`src/rtl/mig_pkg.sv`:
```
// Shared MIG definitions: user-port instruction codes and the
// per-burst routing tag used by the read arbiter.
package mig_pkg;

  localparam logic [2:0] CMD_WRITE           = 3'd0;
  localparam logic [2:0] CMD_READ            = 3'd1;
  localparam logic [2:0] CMD_WRITE_PRECHARGE = 3'd2;
  localparam logic [2:0] CMD_READ_PRECHARGE  = 3'd3;
  localparam logic [2:0] CMD_REFRESH         = 3'd4;
  localparam logic [2:0] CMD_IDLE            = 3'd5;

  typedef struct packed {
    logic       client;
    logic [5:0] bl;
  } tag_t;

endpackage

```
`src/rtl/tag_fifo.sv`:
```
// In-order burst tag FIFO for the MIG read arbiter.
// Synchronous clear; push and pop may occur in the same cycle.
module tag_fifo #(
  parameter int DEPTH_LOG2 = 2,
  parameter int WIDTH      = 7
) (
  input  logic             rclk,
  input  logic             rresetb,
  input  logic             i_clear,
  input  logic             i_push,
  input  logic [WIDTH-1:0] i_din,
  input  logic             i_pop,
  output logic [WIDTH-1:0] o_dout,
  output logic             o_full,
  output logic             o_empty
);

  localparam int DEPTH = 1 << DEPTH_LOG2;

  logic [WIDTH-1:0]      r_mem [DEPTH];
  logic [DEPTH_LOG2-1:0] r_wp;
  logic [DEPTH_LOG2-1:0] r_rp;
  logic [DEPTH_LOG2:0]   r_cnt;
  logic                  w_push;
  logic                  w_pop;

  assign o_full  = (r_cnt == (DEPTH_LOG2+1)'(DEPTH));
  assign o_empty = (r_cnt == '0);
  assign o_dout  = r_mem[r_rp];
  assign w_push  = i_push && !o_full;
  assign w_pop   = i_pop && !o_empty;

  always_ff @(posedge rclk) begin
    if (w_push && !i_clear)
      r_mem[r_wp] <= i_din;
  end

  always_ff @(posedge rclk or negedge rresetb) begin
    if (!rresetb) begin
      r_wp  <= '0;
      r_rp  <= '0;
      r_cnt <= '0;
    end else if (i_clear) begin
      r_wp  <= '0;
      r_rp  <= '0;
      r_cnt <= '0;
    end else begin
      if (w_push) r_wp <= r_wp + 1'b1;
      if (w_pop)  r_rp <= r_rp + 1'b1;
      case ({w_push, w_pop})
        2'b10:   r_cnt <= r_cnt + 1'b1;
        2'b01:   r_cnt <= r_cnt - 1'b1;
        default: r_cnt <= r_cnt;
      endcase
    end
  end

endmodule

```
`src/rtl/mig_rd_arbiter.sv`:
```
// Two-client burst read arbiter for one MIG user read port.
// MIG_RD_ARB_FIXED_PRIO_EN: client 0 always wins contention.
module mig_rd_arbiter
  import mig_pkg::*;
#(
  parameter int ADDR_WIDTH     = 30,
  parameter int TAG_DEPTH_LOG2 = 2,
  parameter int RD_FIFO_WORDS  = 64
) (
  input  logic                  rclk,
  input  logic                  rresetb,
  input  logic                  enable,
  input  logic                  c0_req,
  input  logic                  c1_req,
  input  logic [5:0]            c0_bl,
  input  logic [5:0]            c1_bl,
  input  logic [ADDR_WIDTH-1:0] c0_addr,
  input  logic [ADDR_WIDTH-1:0] c1_addr,
  output logic                  c0_ack,
  output logic                  c1_ack,
  output logic                  c0_rd_valid,
  output logic                  c1_rd_valid,
  output logic [31:0]           c0_rd_data,
  output logic [31:0]           c1_rd_data,
  output logic                  pR_cmd_en,
  output logic [2:0]            pR_cmd_instr,
  output logic [5:0]            pR_cmd_bl,
  output logic [ADDR_WIDTH-1:0] pR_cmd_byte_addr,
  input  logic                  pR_cmd_full,
  output logic                  pR_rd_en,
  input  logic [31:0]           pR_rd_data,
  input  logic                  pR_rd_empty,
  output logic                  busy
);

  localparam logic [7:0] CREDITS = 8'(RD_FIFO_WORDS);

  logic                  r_cmd_en;
  logic                  r_ack0;
  logic                  r_ack1;
  logic                  r_v0;
  logic                  r_v1;
  logic [31:0]           r_d0;
  logic [31:0]           r_d1;
  logic [5:0]            r_bl;
  logic [ADDR_WIDTH-1:0] r_addr;
  logic [5:0]            r_wcnt;
  logic [6:0]            r_out;
`ifndef MIG_RD_ARB_FIXED_PRIO_EN
  logic                  r_last;
`endif

  logic                  w_flush;
  logic                  w_win;
  logic                  w_grant;
  logic                  w_fit;
  logic                  w_rd_en;
  logic                  w_word;
  logic                  w_pop;
  logic                  w_clear;
  logic                  w_tfull;
  logic                  w_tempty;
  logic [5:0]            w_bl;
  logic [ADDR_WIDTH-1:0] w_addr;
  logic [6:0]            w_inc;
  logic [6:0]            w_dec;
  tag_t                  w_head;
  tag_t                  w_ptag;

  assign w_flush = !enable;

  // A blocked winner stalls the loser too; no bypass.
  always_comb begin
    w_win = c1_req;
    if (c0_req && c1_req) begin
`ifdef MIG_RD_ARB_FIXED_PRIO_EN
      w_win = 1'b0;
`else
      w_win = !r_last;
`endif
    end
    w_bl    = w_win ? c1_bl : c0_bl;
    w_addr  = w_win ? c1_addr : c0_addr;
    w_fit   = ({1'b0, r_out} + {2'b0, w_bl} + 8'd1) <= CREDITS;
    w_grant = (c0_req || c1_req) && enable && !pR_cmd_full
              && !r_cmd_en && !w_tfull && w_fit;
    w_inc   = w_grant ? ({1'b0, w_bl} + 7'd1) : 7'd0;
  end

  assign w_rd_en = !pR_rd_empty && (!w_tempty || w_flush);
  assign w_word  = w_rd_en && !w_flush;
  assign w_pop   = w_word && (r_wcnt == w_head.bl);
  assign w_clear = w_flush && pR_rd_empty;
  assign w_dec   = {6'd0, w_word};
  assign w_ptag  = '{client: w_win, bl: w_bl};

  tag_fifo #(
    .DEPTH_LOG2 (TAG_DEPTH_LOG2),
    .WIDTH      (7)
  ) u_tags (
    .rclk    (rclk),
    .rresetb (rresetb),
    .i_clear (w_clear),
    .i_push  (w_grant),
    .i_din   (w_ptag),
    .i_pop   (w_pop),
    .o_dout  (w_head),
    .o_full  (w_tfull),
    .o_empty (w_tempty)
  );

  always_ff @(posedge rclk or negedge rresetb) begin
    if (!rresetb) begin
      r_cmd_en <= 1'b0;
      r_ack0   <= 1'b0;
      r_ack1   <= 1'b0;
      r_v0     <= 1'b0;
      r_v1     <= 1'b0;
      r_d0     <= '0;
      r_d1     <= '0;
      r_bl     <= '0;
      r_addr   <= '0;
      r_wcnt   <= '0;
      r_out    <= '0;
`ifndef MIG_RD_ARB_FIXED_PRIO_EN
      r_last   <= 1'b1;
`endif
    end else begin
      r_cmd_en <= w_grant;
      r_ack0   <= w_grant && !w_win;
      r_ack1   <= w_grant && w_win;
      if (w_grant) begin
        r_bl   <= w_bl;
        r_addr <= {w_addr[ADDR_WIDTH-1:2], 2'b00};
      end
      r_v0 <= w_word && !w_head.client;
      r_v1 <= w_word && w_head.client;
      if (w_word && !w_head.client) r_d0 <= pR_rd_data;
      if (w_word && w_head.client)  r_d1 <= pR_rd_data;
      if (w_clear) begin
        r_wcnt <= '0;
        r_out  <= '0;
      end else begin
        if (w_word) r_wcnt <= w_pop ? 6'd0 : r_wcnt + 6'd1;
        r_out <= r_out + w_inc - w_dec;
      end
`ifndef MIG_RD_ARB_FIXED_PRIO_EN
      if (w_flush)      r_last <= 1'b1;
      else if (w_grant) r_last <= w_win;
`endif
    end
  end

  assign c0_ack           = r_ack0;
  assign c1_ack           = r_ack1;
  assign c0_rd_valid      = r_v0;
  assign c1_rd_valid      = r_v1;
  assign c0_rd_data       = r_d0;
  assign c1_rd_data       = r_d1;
  assign pR_cmd_en        = r_cmd_en;
  assign pR_cmd_instr     = CMD_READ;
  assign pR_cmd_bl        = r_bl;
  assign pR_cmd_byte_addr = r_addr;
  assign pR_rd_en         = w_rd_en;
  assign busy             = (r_out != 7'd0) || r_cmd_en;

endmodule

```
`config.mk`:
```
export PLATFORM = sky130hd
export DESIGN_NAME = mig_rd_arbiter
export DESIGN_NICKNAME = d
export VERILOG_FILES = /design/src/rtl/mig_pkg.sv /design/src/rtl/tag_fifo.sv /design/src/rtl/mig_rd_arbiter.sv
export SDC_FILE = /design/constraint.sdc
export NUM_CORES = 1
export LEC_CHECK = 0
export ABC_AREA = 1
export BUFFER_PORTS_ARGS = -buffer_cell sky130_fd_sc_hd__buf_2
export CAP_MARGIN = 15
export CORE_UTILIZATION = 30
export CTS_CLUSTER_DIAMETER = 100
export DETAILED_ROUTE_END_ITERATION = 16
export GPL_TIMING_DRIVEN = 0
export REMOVE_ABC_BUFFERS = 1
export SYNTH_ARGS = -nofsm -noshare
export SYNTH_HDL_FRONTEND = slang
export SYNTH_HIERARCHICAL = 1
export SYNTH_SLANG_ARGS = --single-unit
export TNS_END_PERCENT = 30
```
`constraint.sdc`:
```
create_clock -name rclk -period 7.7 [get_ports rclk]
set_input_delay 0.77 -clock rclk [delete_from_list [all_inputs] [get_ports rclk]]
set_output_delay 0.77 -clock rclk [all_outputs]
set_load 0.1 [all_outputs]
```
# After elaboration in Yosys (flattened, before gate mapping)
# Memories as Yosys holds them, arrays and structs flattened.
# Cells that the tools add are included.
[totals] reg_bits=124 word_cells=86 ram_bits=28 in_bits=111 n_memories=1
[classes] n_eq_ne=5 mux=18 magnitude_cmp=1 n_addsub=10 reduce_logical=36
[mem_list] name="u_tags.r_mem" depth=4 word_bits=7 read_ports=1 rd_ports_with_merged_regs=0 write_ports=1 line="tag_fifo.sv:20" text="logic [WIDTH-1:0] r_mem [DEPTH];"
[ops] operator="30-bit 2-to-1 mux" count=1
[ops] operator="6-bit 2-to-1 mux" count=4
[ops] operator="1-bit logical AND" count=17
[ops] operator="7-bit 2-to-1 mux" count=2
[ops] operator="1-bit logical NOT" count=10
[ops] operator="7-bit by 6-bit adder with 8-bit output" count=1
[ops] operator="8-bit by 1-bit adder with 8-bit output, second input constant" count=1
[ops] operator="8-bit by 7-bit <= comparator with 1-bit output, second input constant" count=1
[ops] operator="2-bit 2-to-1 mux" count=4
[ops] operator="6-bit by 1-bit adder with 7-bit output, second input constant" count=1
[ops] operator="7-bit adder" count=1
[ops] operator="7-bit nonzero test" count=1
[ops] operator="7-bit by 1-bit subtractor with 7-bit output" count=1
[ops] operator="6-bit by 1-bit adder with 6-bit output, second input constant" count=1
[ops] operator="6-bit equality test" count=1
[ops] operator="3-bit case mux with 2 select lines" count=1
[ops] operator="2-bit nonzero test" count=3
[ops] operator="1-bit 2-to-1 mux" count=5
[ops] operator="2-bit by 1-bit adder with 2-bit output, second input constant" count=2
[ops] operator="3-bit by 1-bit adder with 3-bit output, second input constant" count=1
[ops] operator="3-bit equality test, second input constant" count=1
[ops] operator="3-bit logical NOT" count=1
[ops] operator="1-bit logical OR" count=3
[ops] operator="3-bit 2-to-1 mux" count=1
[ops] operator="5 further kinds" count=5

# Logic depth before layout (Yosys ltp)
# Gate-level depths: netlist of the first run.
[logic_depth] word_depth=11 mapped_depth=35 ltp_nobuf=34

# Modules after synthesis
# The synthesis of the first run kept the hierarchy.
[modules_own_cells] mod="mig_rd_arbiter" seq_area_each_um2=2929.1 area_each_um2=5844.4 cells_each=732 instances=1
[modules_own_cells] mod="tag_fifo" seq_area_each_um2=1016.0 area_each_um2=1511.4 cells_each=133 instances=1

# Worst setup path before layout of the first run
# No wires, ideal clock.
[synth_path] path_kind="input to register" from="in c0_req" to="reg r_out[6]" required_time_ps=7586 setup_time_ps=114 arrival_time_ps=3969 cell_stages=33 path_slack_ps=3617 cell_sequence="nand2_1 -> nand2_2 -> buf_6 -> nand2_1 -> o21a_1 -> inv_1 -> ha_1 -> nand2_2 -> nand2_1 -> nand2_1 -> nand2_1 -> nand2_1 -> nand2_1 -> nor2_1 -> nand2_1 -> nand2_2 -> nand2_4 -> inv_6 -> buf_8 -> nand2_1 -> ha_1 -> inv_1 -> ha_1 -> inv_1 -> fa_1 -> inv_1 -> nand4_1 -> nand4_1 -> nand2_1 -> inv_1 -> nand4_1 -> nand2_1 -> nor2_1"
[synth_between] elab_chain_cells=11 elab_cells_between_ends=17 classes_between="add/sub: 5; order compare: 1; mux: 4; reduce/logical: 7"
[synth_lines] element="start: declaration" line="mig_rd_arbiter.sv:13" text="input logic c0_req,"
[synth_lines] element="1-bit logical AND" line="mig_rd_arbiter.sv:75" text="if (c0_req && c1_req) begin"
[synth_lines] element="1-bit 2-to-1 mux" line="mig_rd_arbiter.sv:75"
[synth_lines] element="6-bit 2-to-1 mux" line="mig_rd_arbiter.sv:82" text="w_bl = w_win ? c1_bl : c0_bl;"
[synth_lines] element="named net w_bl[1]" line="mig_rd_arbiter.sv:63" text="logic [5:0] w_bl;"
[synth_lines] element="7-bit by 6-bit adder with 8-bit output" line="mig_rd_arbiter.sv:84" text="w_fit = ({1'b0, r_out} + {2'b0, w_bl} + 8'd1) <= CREDITS;"
[synth_lines] element="8-bit by 1-bit adder with 8-bit output" line="mig_rd_arbiter.sv:84"
[synth_lines] element="8-bit by 7-bit <= comparator with 1-bit output" line="mig_rd_arbiter.sv:84"
[synth_lines] element="1-bit logical AND" line="mig_rd_arbiter.sv:86" text="&& !r_cmd_en && !w_tfull && w_fit;"
[synth_lines] element="named net w_grant" line="mig_rd_arbiter.sv:55" text="logic w_grant;"
[synth_lines] element="7-bit 2-to-1 mux" line="mig_rd_arbiter.sv:87" text="w_inc = w_grant ? ({1'b0, w_bl} + 7'd1) : 7'd0;"
[synth_lines] element="7-bit adder" line="mig_rd_arbiter.sv:145" text="r_out <= r_out + w_inc - w_dec;"
[synth_lines] element="7-bit by 1-bit subtractor with 7-bit output" line="mig_rd_arbiter.sv:145"
[synth_lines] element="7-bit 2-to-1 mux" line="mig_rd_arbiter.sv:140" text="if (w_clear) begin"
[synth_lines] element="end signal: assignment" line="mig_rd_arbiter.sv:145"
[synth_lines] element="end: declaration" line="mig_rd_arbiter.sv:48" text="logic [6:0] r_out;"
# The timed path passes the listed nets, and every way through them passes these cells.
# A chain may end at the register's enable or synchronous reset.

# Worst setup path in the final report of the first run
[layout_path] from="reg r_last" to="reg r_out[6]"
[layout_between] elab_chain_cells=11 elab_cells_between_ends=12 classes_between="add/sub: 5; order compare: 1; mux: 4; reduce/logical: 2"
[layout_lines] element="start: declaration" line="mig_rd_arbiter.sv:50" text="logic r_last;"
[layout_lines] element="start signal: assignment" line="mig_rd_arbiter.sv:149" text="else if (w_grant) r_last <= w_win;"
[layout_lines] element="1-bit logical NOT *" line="mig_rd_arbiter.sv:79" text="w_win = !r_last;"
[layout_lines] element="1-bit 2-to-1 mux *" line="mig_rd_arbiter.sv:75"
[layout_lines] element="6-bit 2-to-1 mux *" line="mig_rd_arbiter.sv:82"
[layout_lines] element="named net w_bl[0]" line="mig_rd_arbiter.sv:63"
[layout_lines] element="7-bit by 6-bit adder with 8-bit output" line="mig_rd_arbiter.sv:84"
[layout_lines] element="8-bit by 1-bit adder with 8-bit output" line="mig_rd_arbiter.sv:84"
[layout_lines] element="8-bit by 7-bit <= comparator with 1-bit output" line="mig_rd_arbiter.sv:84"
[layout_lines] element="1-bit logical AND" line="mig_rd_arbiter.sv:86"
[layout_lines] element="7-bit 2-to-1 mux *" line="mig_rd_arbiter.sv:87"
[layout_lines] element="7-bit adder *" line="mig_rd_arbiter.sv:145"
[layout_lines] element="7-bit by 1-bit subtractor with 7-bit output *" line="mig_rd_arbiter.sv:145"
[layout_lines] element="7-bit 2-to-1 mux *" line="mig_rd_arbiter.sv:140"
# The timed path passes the listed nets; every way through them passes the cells marked *.

==> results.cfg, run 1 <==
[die]
dieArea_sq_um = 25150
die_y_um = 158.6
io_pins = 221
rows = 56
core_area_sq_um = 23750
start_util_pct = 30.97
chipWidth_um = 158.6

[critical_path]
r2r_start = r_last
crit_arrival_ns = 6.39
slowest_delay_ns = 0.71
crit_cells = 34
crit_top_cell = nand2_1
rr_endpoint = r_out[6]
cp-start-kind = flop
path_delay_family = simple AND/OR/NAND/NOR gates
crit_type = flop to flop
critPathBufInv = 8
critPathSlowestCell = inv_1
worstPathRequired_ns = 8.05
end_kind = flop
crit_path_end = r_out[6]
crit_start = r_last
path_max_fanout = 45
r2r.worst_path.cells = 34
r2r_setup_slack_ns = 1.66

[logic_synthesis]
async_reset_ff_share_pct = 81.58
ys_ff_latch = 152
synth_edf_count = 28
synthTopCellsByArea = dfrtp_1 (42%), nand2_1 (16%), edfxtp_1 (11%)
synth_top_area_share_pct = 41.84
synth_cell_types = 40
synth.most_common_cell = nand2_1
ys_seq_area_share_pct = 53.63
ys_warn_count = 6
postSynthAreaPerCell_sq_um = 8.504
syn_inst = 865
syn_area_sq_um = 7356
synth_commonest_cells = nand2_1 (314), dfrtp_1 (123), inv_1 (103)
synth_flop_cell = dfrtp_1
yosysTopAreaCell = dfrtp_1

[place]
io_buffers = 211
place.gp.congestion = 0.7851
dp_hpwl_um = 12410

[routing]
dr.pass1.iters = 5
drt_iter0_drc = 316
drt-wirelength-per-cell_um = 12.63
routed_wl_um = 17650
drc = 0
ant_nets = 0
num_vias = 6000
via_per_inst = 4.295

[global_route]
grt_pass1_vias = 5510
grt_pass1_wl_um = 27440
overflow = 0
grt_start_max_net_pins = 84
grt_antenna_before_repair = 0
grt_usage_pct = 14.30

[cts]
ctsHtreeMaxLevel = 4
clock_path_buffers = 2
cts_resized = 0
clock_latency_ns = 0.42
cts_root_buffer = clkbuf_16
hold_buffers = 0
cts_tree = yes
path_clk_slew_ns = 0.07
clkSinkCount = 152
cts_buffers = 17
cts_setup_buffers = 0

[finish]
area_growth_pct = 26.01
nNetsFinal = 1204
final_layout_size_suffix_gt1_share_pct = 25.32
diodes = 0

[timing]
min_period_ns = 6.036
hold_viol = 0
rsz0062_at_grt = no
setup_viol = 0
clock_skew_ns = 0.008044
relSlewSlack_pct = 31.84
timing.fmax_ghz = 0.1657
worstMarginPinSlew_ns = 1.021
period_share_pct = 78.39
slew_viol_final = 0
setup_tns_ns = 0

[outcome]
status = finished, final reports clean

[hold_path]
hold_path_class = input pin to async pin

[flow_run]
cap_violations = 0
## state kept, by name, summed over array words and instances (netlist names), 2 cells and up
register          count
pR_cmd_byte_addr     28
r_wcnt                6
u_tags/r_cnt          3
u_tags/r_mem         28
c0_rd_data           32
u_tags/r_wp           2
r_out                 7
pR_cmd_bl             6
c1_rd_data           32
u_tags/r_rp           2
## worst reg2reg max path, delay by kind of cell, from the launching register on
| kind | cells | cell delay [ns] |
|---|---|---|
| AOI/OAI and AO/OA | 1 | 0.21 |
| adders and majority gates | 4 | 0.96 |
| buffers and inverters | 8 | 1.63 |
| DFF | 1 | 0.53 |
| and+or+nand+nor | 21 | 2.64 |
## per-stage QoR
stage,worst slack (ns),instance area [sq um],util (%),hold slack [ns],cells
after CTS,1.506,9269,39.02,0.2672,1397
after global placement,1.165,8603,36.22,0.4579,1363
after global routing,0.9002,9269,39.02,0.2762,1397
after detailed placement,1.119,8660,36.46,0.4643,1365
final,1.664,9269,39.02,0.2643,1397
after floorplan,2.659,7148,-,0.4483,833
## area by class of cell
| class | count | area (sq um) |
|---|---|---|
| Fill cell | 2457 | 14480 |
| Sequential cell | 152 | 3945 |
| Multi-Input combinational cell | 572 | 2791 |
| Timing Repair Buffer | 213 | 1110 |
| Clock buffer | 17 | 425.4 |
| Inverter | 109 | 414.1 |
| Tap cell | 319 | 399.1 |
| Clock inverter | 15 | 183.9 |
## layout by cell type, fill, tap and decap left out, types with 5 or more instances in the layout
| cell | instances |
|---|---|
| o22ai_1 | 11 |
| o21ai_0 | 85 |
| buf_2 | 210 |
| inv_1 | 103 |
| xor2_1 | 6 |
| dfrtp_1 | 123 |
| nand2_1 | 313 |
| ha_1 | 26 |
| xnor2_1 | 6 |
| nand2_2 | 10 |
| conb_1 | 5 |
| inv_6 | 5 |
| clkbuf_16 | 17 |
| edfxtp_1 | 28 |
| nor2_1 | 38 |
| o21ai_1 | 12 |
| a21oi_1 | 11 |
| nand3_1 | 17 |
## kinds of logic after synthesis
| logic type | after synthesis | synth area share (%) |
|---|---|---|
| buffers and inverters | 144 | 8.607 |
| adder cells (fa/ha/maj) | 28 | 4.967 |
| AO/OA/AOI/OAI | 131 | 9.696 |
| AND/OR/NAND/NOR | 396 | 21.57 |
| flip-flops | 152 | 53.63 |
| XOR/XNOR | 12 | 1.429 |
| other | 2 | 0.1021 |
## routing by layer
| layer | global-route usage, % | vias to the layer above | share of wire, % |
|---|---|---|---|
| met3 | 3.865 | 16 | 5.7 |
| li1 | - | 3109 | - |
| met1 | 18.06 | 2718 | 46 |
| met5 | 0 | - | 0 |
| met2 | 23.39 | 157 | 47 |
| met4 | 5.128 | 0 | 1.5 |
## worst min path at each step
stage                         start  slack, ns                   end
2_1_floorplan                r_last       0.45                r_last
5_1_grt                     rresetb       0.28              r_out[6]
6_report                    rresetb       0.26              r_out[6]
4_1_cts                     rresetb       0.27          pR_cmd_bl[3]
3_5_place_dp   pR_cmd_byte_addr[18]       0.46  pR_cmd_byte_addr[18]
3_3_place_gp   pR_cmd_byte_addr[22]       0.46  pR_cmd_byte_addr[22]
Power of run 1 is not shown: default switching activity piles up to over one toggle a cycle in this logic, so the estimate is an artifact.
==> run 2, diff against run 1 <==
==> constraint.sdc (replaced) <==
create_clock -name rclk -period 5.3 [get_ports rclk]
set_input_delay 0.53 -clock rclk [delete_from_list [all_inputs] [get_ports rclk]]
set_output_delay 0.53 -clock rclk [all_outputs]
set_load 0.1 [all_outputs]
==> run 2 against run 1 <==
Effect of this change: die area stayed put; first-iteration DRC count decreased by 5.4%; register-to-register slack got worse by 1.2 ns; core utilization grew 0.30 points; cell area increased by 0.77%; clock skew is 0.00080 ns higher.
==> results.cfg, run 2 (same netlist as run 1, synthesis figures left out) <==
[cts]
clock_path_buffers = 2
cts_tree = yes
clkSinkCount = 152
clock_latency_ns = 0.42
cts_buffers = 17
ctsHtreeMaxLevel = 4
path_clk_slew_ns = 0.07
cts_root_buffer = clkbuf_16
hold_buffers = 0

[critical_path]
path_max_fanout = 45
crit_arrival_ns = 5.18
r2r_start = r_last
crit_start = r_last
end_kind = flop
rr_endpoint = r_out[6]
r2r.worst_path.cells = 34
critPathSlowestCell = dfstp_2
slowest_delay_ns = 0.54
crit_top_cell = nand2_1
worstPathRequired_ns = 5.66
crit_type = flop to flop
cp-start-kind = flop
r2r_setup_slack_ns = 0.48

[timing]
rsz0062_at_grt = no
fin_ws_ns = 0.4782
worstMarginPinSlew_ns = 0.9279
setup_tns_ns = 0
min_period_ns = 4.822
holdWs_ns = 0.02411
period_share_pct = 90.98
relSlewSlack_pct = 38.05
hold_viol = 0
timing.fmax_ghz = 0.2074
clock_skew_ns = 0.008840
setup_viol = 0
slew_viol_final = 0

[die]
dieArea_sq_um = 25150
chipWidth_um = 158.6
die_y_um = 158.6
rows = 56
start_util_pct = 30.97
core_area_sq_um = 23750
io_pins = 221

[routing]
dr.pass1.iters = 5
ant_nets = 0
routed_wl_um = 18590
via_per_inst = 4.307
drt-wirelength-per-cell_um = 13.27
num_vias = 6034
drc = 0
drt_iter0_drc = 299

[hold_path]
hold_path_class = input pin to async pin

[finish]
final_common_cell = nand2_1
area_growth_pct = 26.98
nNetsFinal = 1208
final_layout_size_suffix_gt1_share_pct = 25.79
stdcell_count = 1401
num-fill-cells = 2447
diodes = 0
final_cell_mix = nand2_1 (312), buf_2 (210), dfrtp_1 (123)

[global_route]
overflow = 0
grt_pass1_vias = 5531
grt_usage_pct = 14.54
grt_pass1_wl_um = 27790
grt_antenna_before_repair = 0
grt_start_max_net_pins = 84

[place]
place_ws_ns = -1.041
place_inst = 1365
dp_hpwl_um = 12410
io_buffers = 211
place.gp.congestion = 0.7851

[outcome]
status = finished, final reports clean

[flow_run]
cap_violations = 0
[run 2: cell types whose count changed in the layout (fill, tap and decap cells not counted)]
cell	previous run	this run
buf_4	0	1
clkinvlp_4	1	2
inv_1	103	102
nand2_8	0	2
nand2_1	313	312
nand2_4	1	2
inv_6	5	4
clkinvlp_2	0	1
clkinv_8	1	2
[run 2: final cells by class]
| class | instances | area, sq um | area share, % |
|---|---|---|---|
| Timing Repair Buffer | 214 | 1117 | 11.96 |
| Sequential cell | 152 | 3945 | 42.24 |
| Multi-Input combinational cell | 574 | 2839 | 30.40 |
| Clock inverter | 15 | 183.9 | 1.969 |
| Timing Repair inverter | 1 | 5.005 | 0.05358 |
| Clock buffer | 17 | 425.4 | 4.555 |
| Inverter | 109 | 425.4 | 4.555 |
| Tap cell | 319 | 399.1 | 4.273 |
[run 2: metrics by stage]
step	instance area, sq um	utilization (%)
after global routing	9340	39.32
final	9340	39.32
after global placement	8603	36.22
after CTS	9301	39.16
after detailed placement	8660	36.46
after floorplan	7148	-
[run 2: metal layers]
metal / up-vias / track usage, % / share of wire (%)
met4: 0 / 5.128 / 1.4
met3: 16 / 3.865 / 5.7
met5: - / 0 / 0
met2: 160 / 23.77 / 48
li1: 3120 / - / -
met1: 2738 / 18.44 / 45
[run 2: how the worst max path moves through the flow]
stage	endpoint	slack, ns	cells past startpoint
6_report	r_out[6]	0.48	34
3_5_place_dp	r_out[6]	-1.04	34
2_1_floorplan	r_out[6]	0.50	32
5_1_grt	r_out[6]	0.00002	34
4_1_cts	r_out[6]	0.16	34
3_3_place_gp	r_out[6]	-1.0	33
[run 2: repair_timing]
item	CTS	global route
hold endpoints to repair	0	0
cloned	1	2
resized for setup	4	3
buffers inserted	1	0
endpoints found under the setup margin	36	2
pin swaps	0	1
[run 2: critical path, delay by kind of cell (launching register included)]
| kind | cells | cell delay (ns) |
|---|---|---|
| flops | 1 | 0.54 |
| fa+ha+maj | 4 | 0.95 |
| compound gates | 1 | 0.21 |
| simple gates | 21 | 2.12 |
| buf+inv | 8 | 0.87 |
Power of run 2 is left out for the same reason.
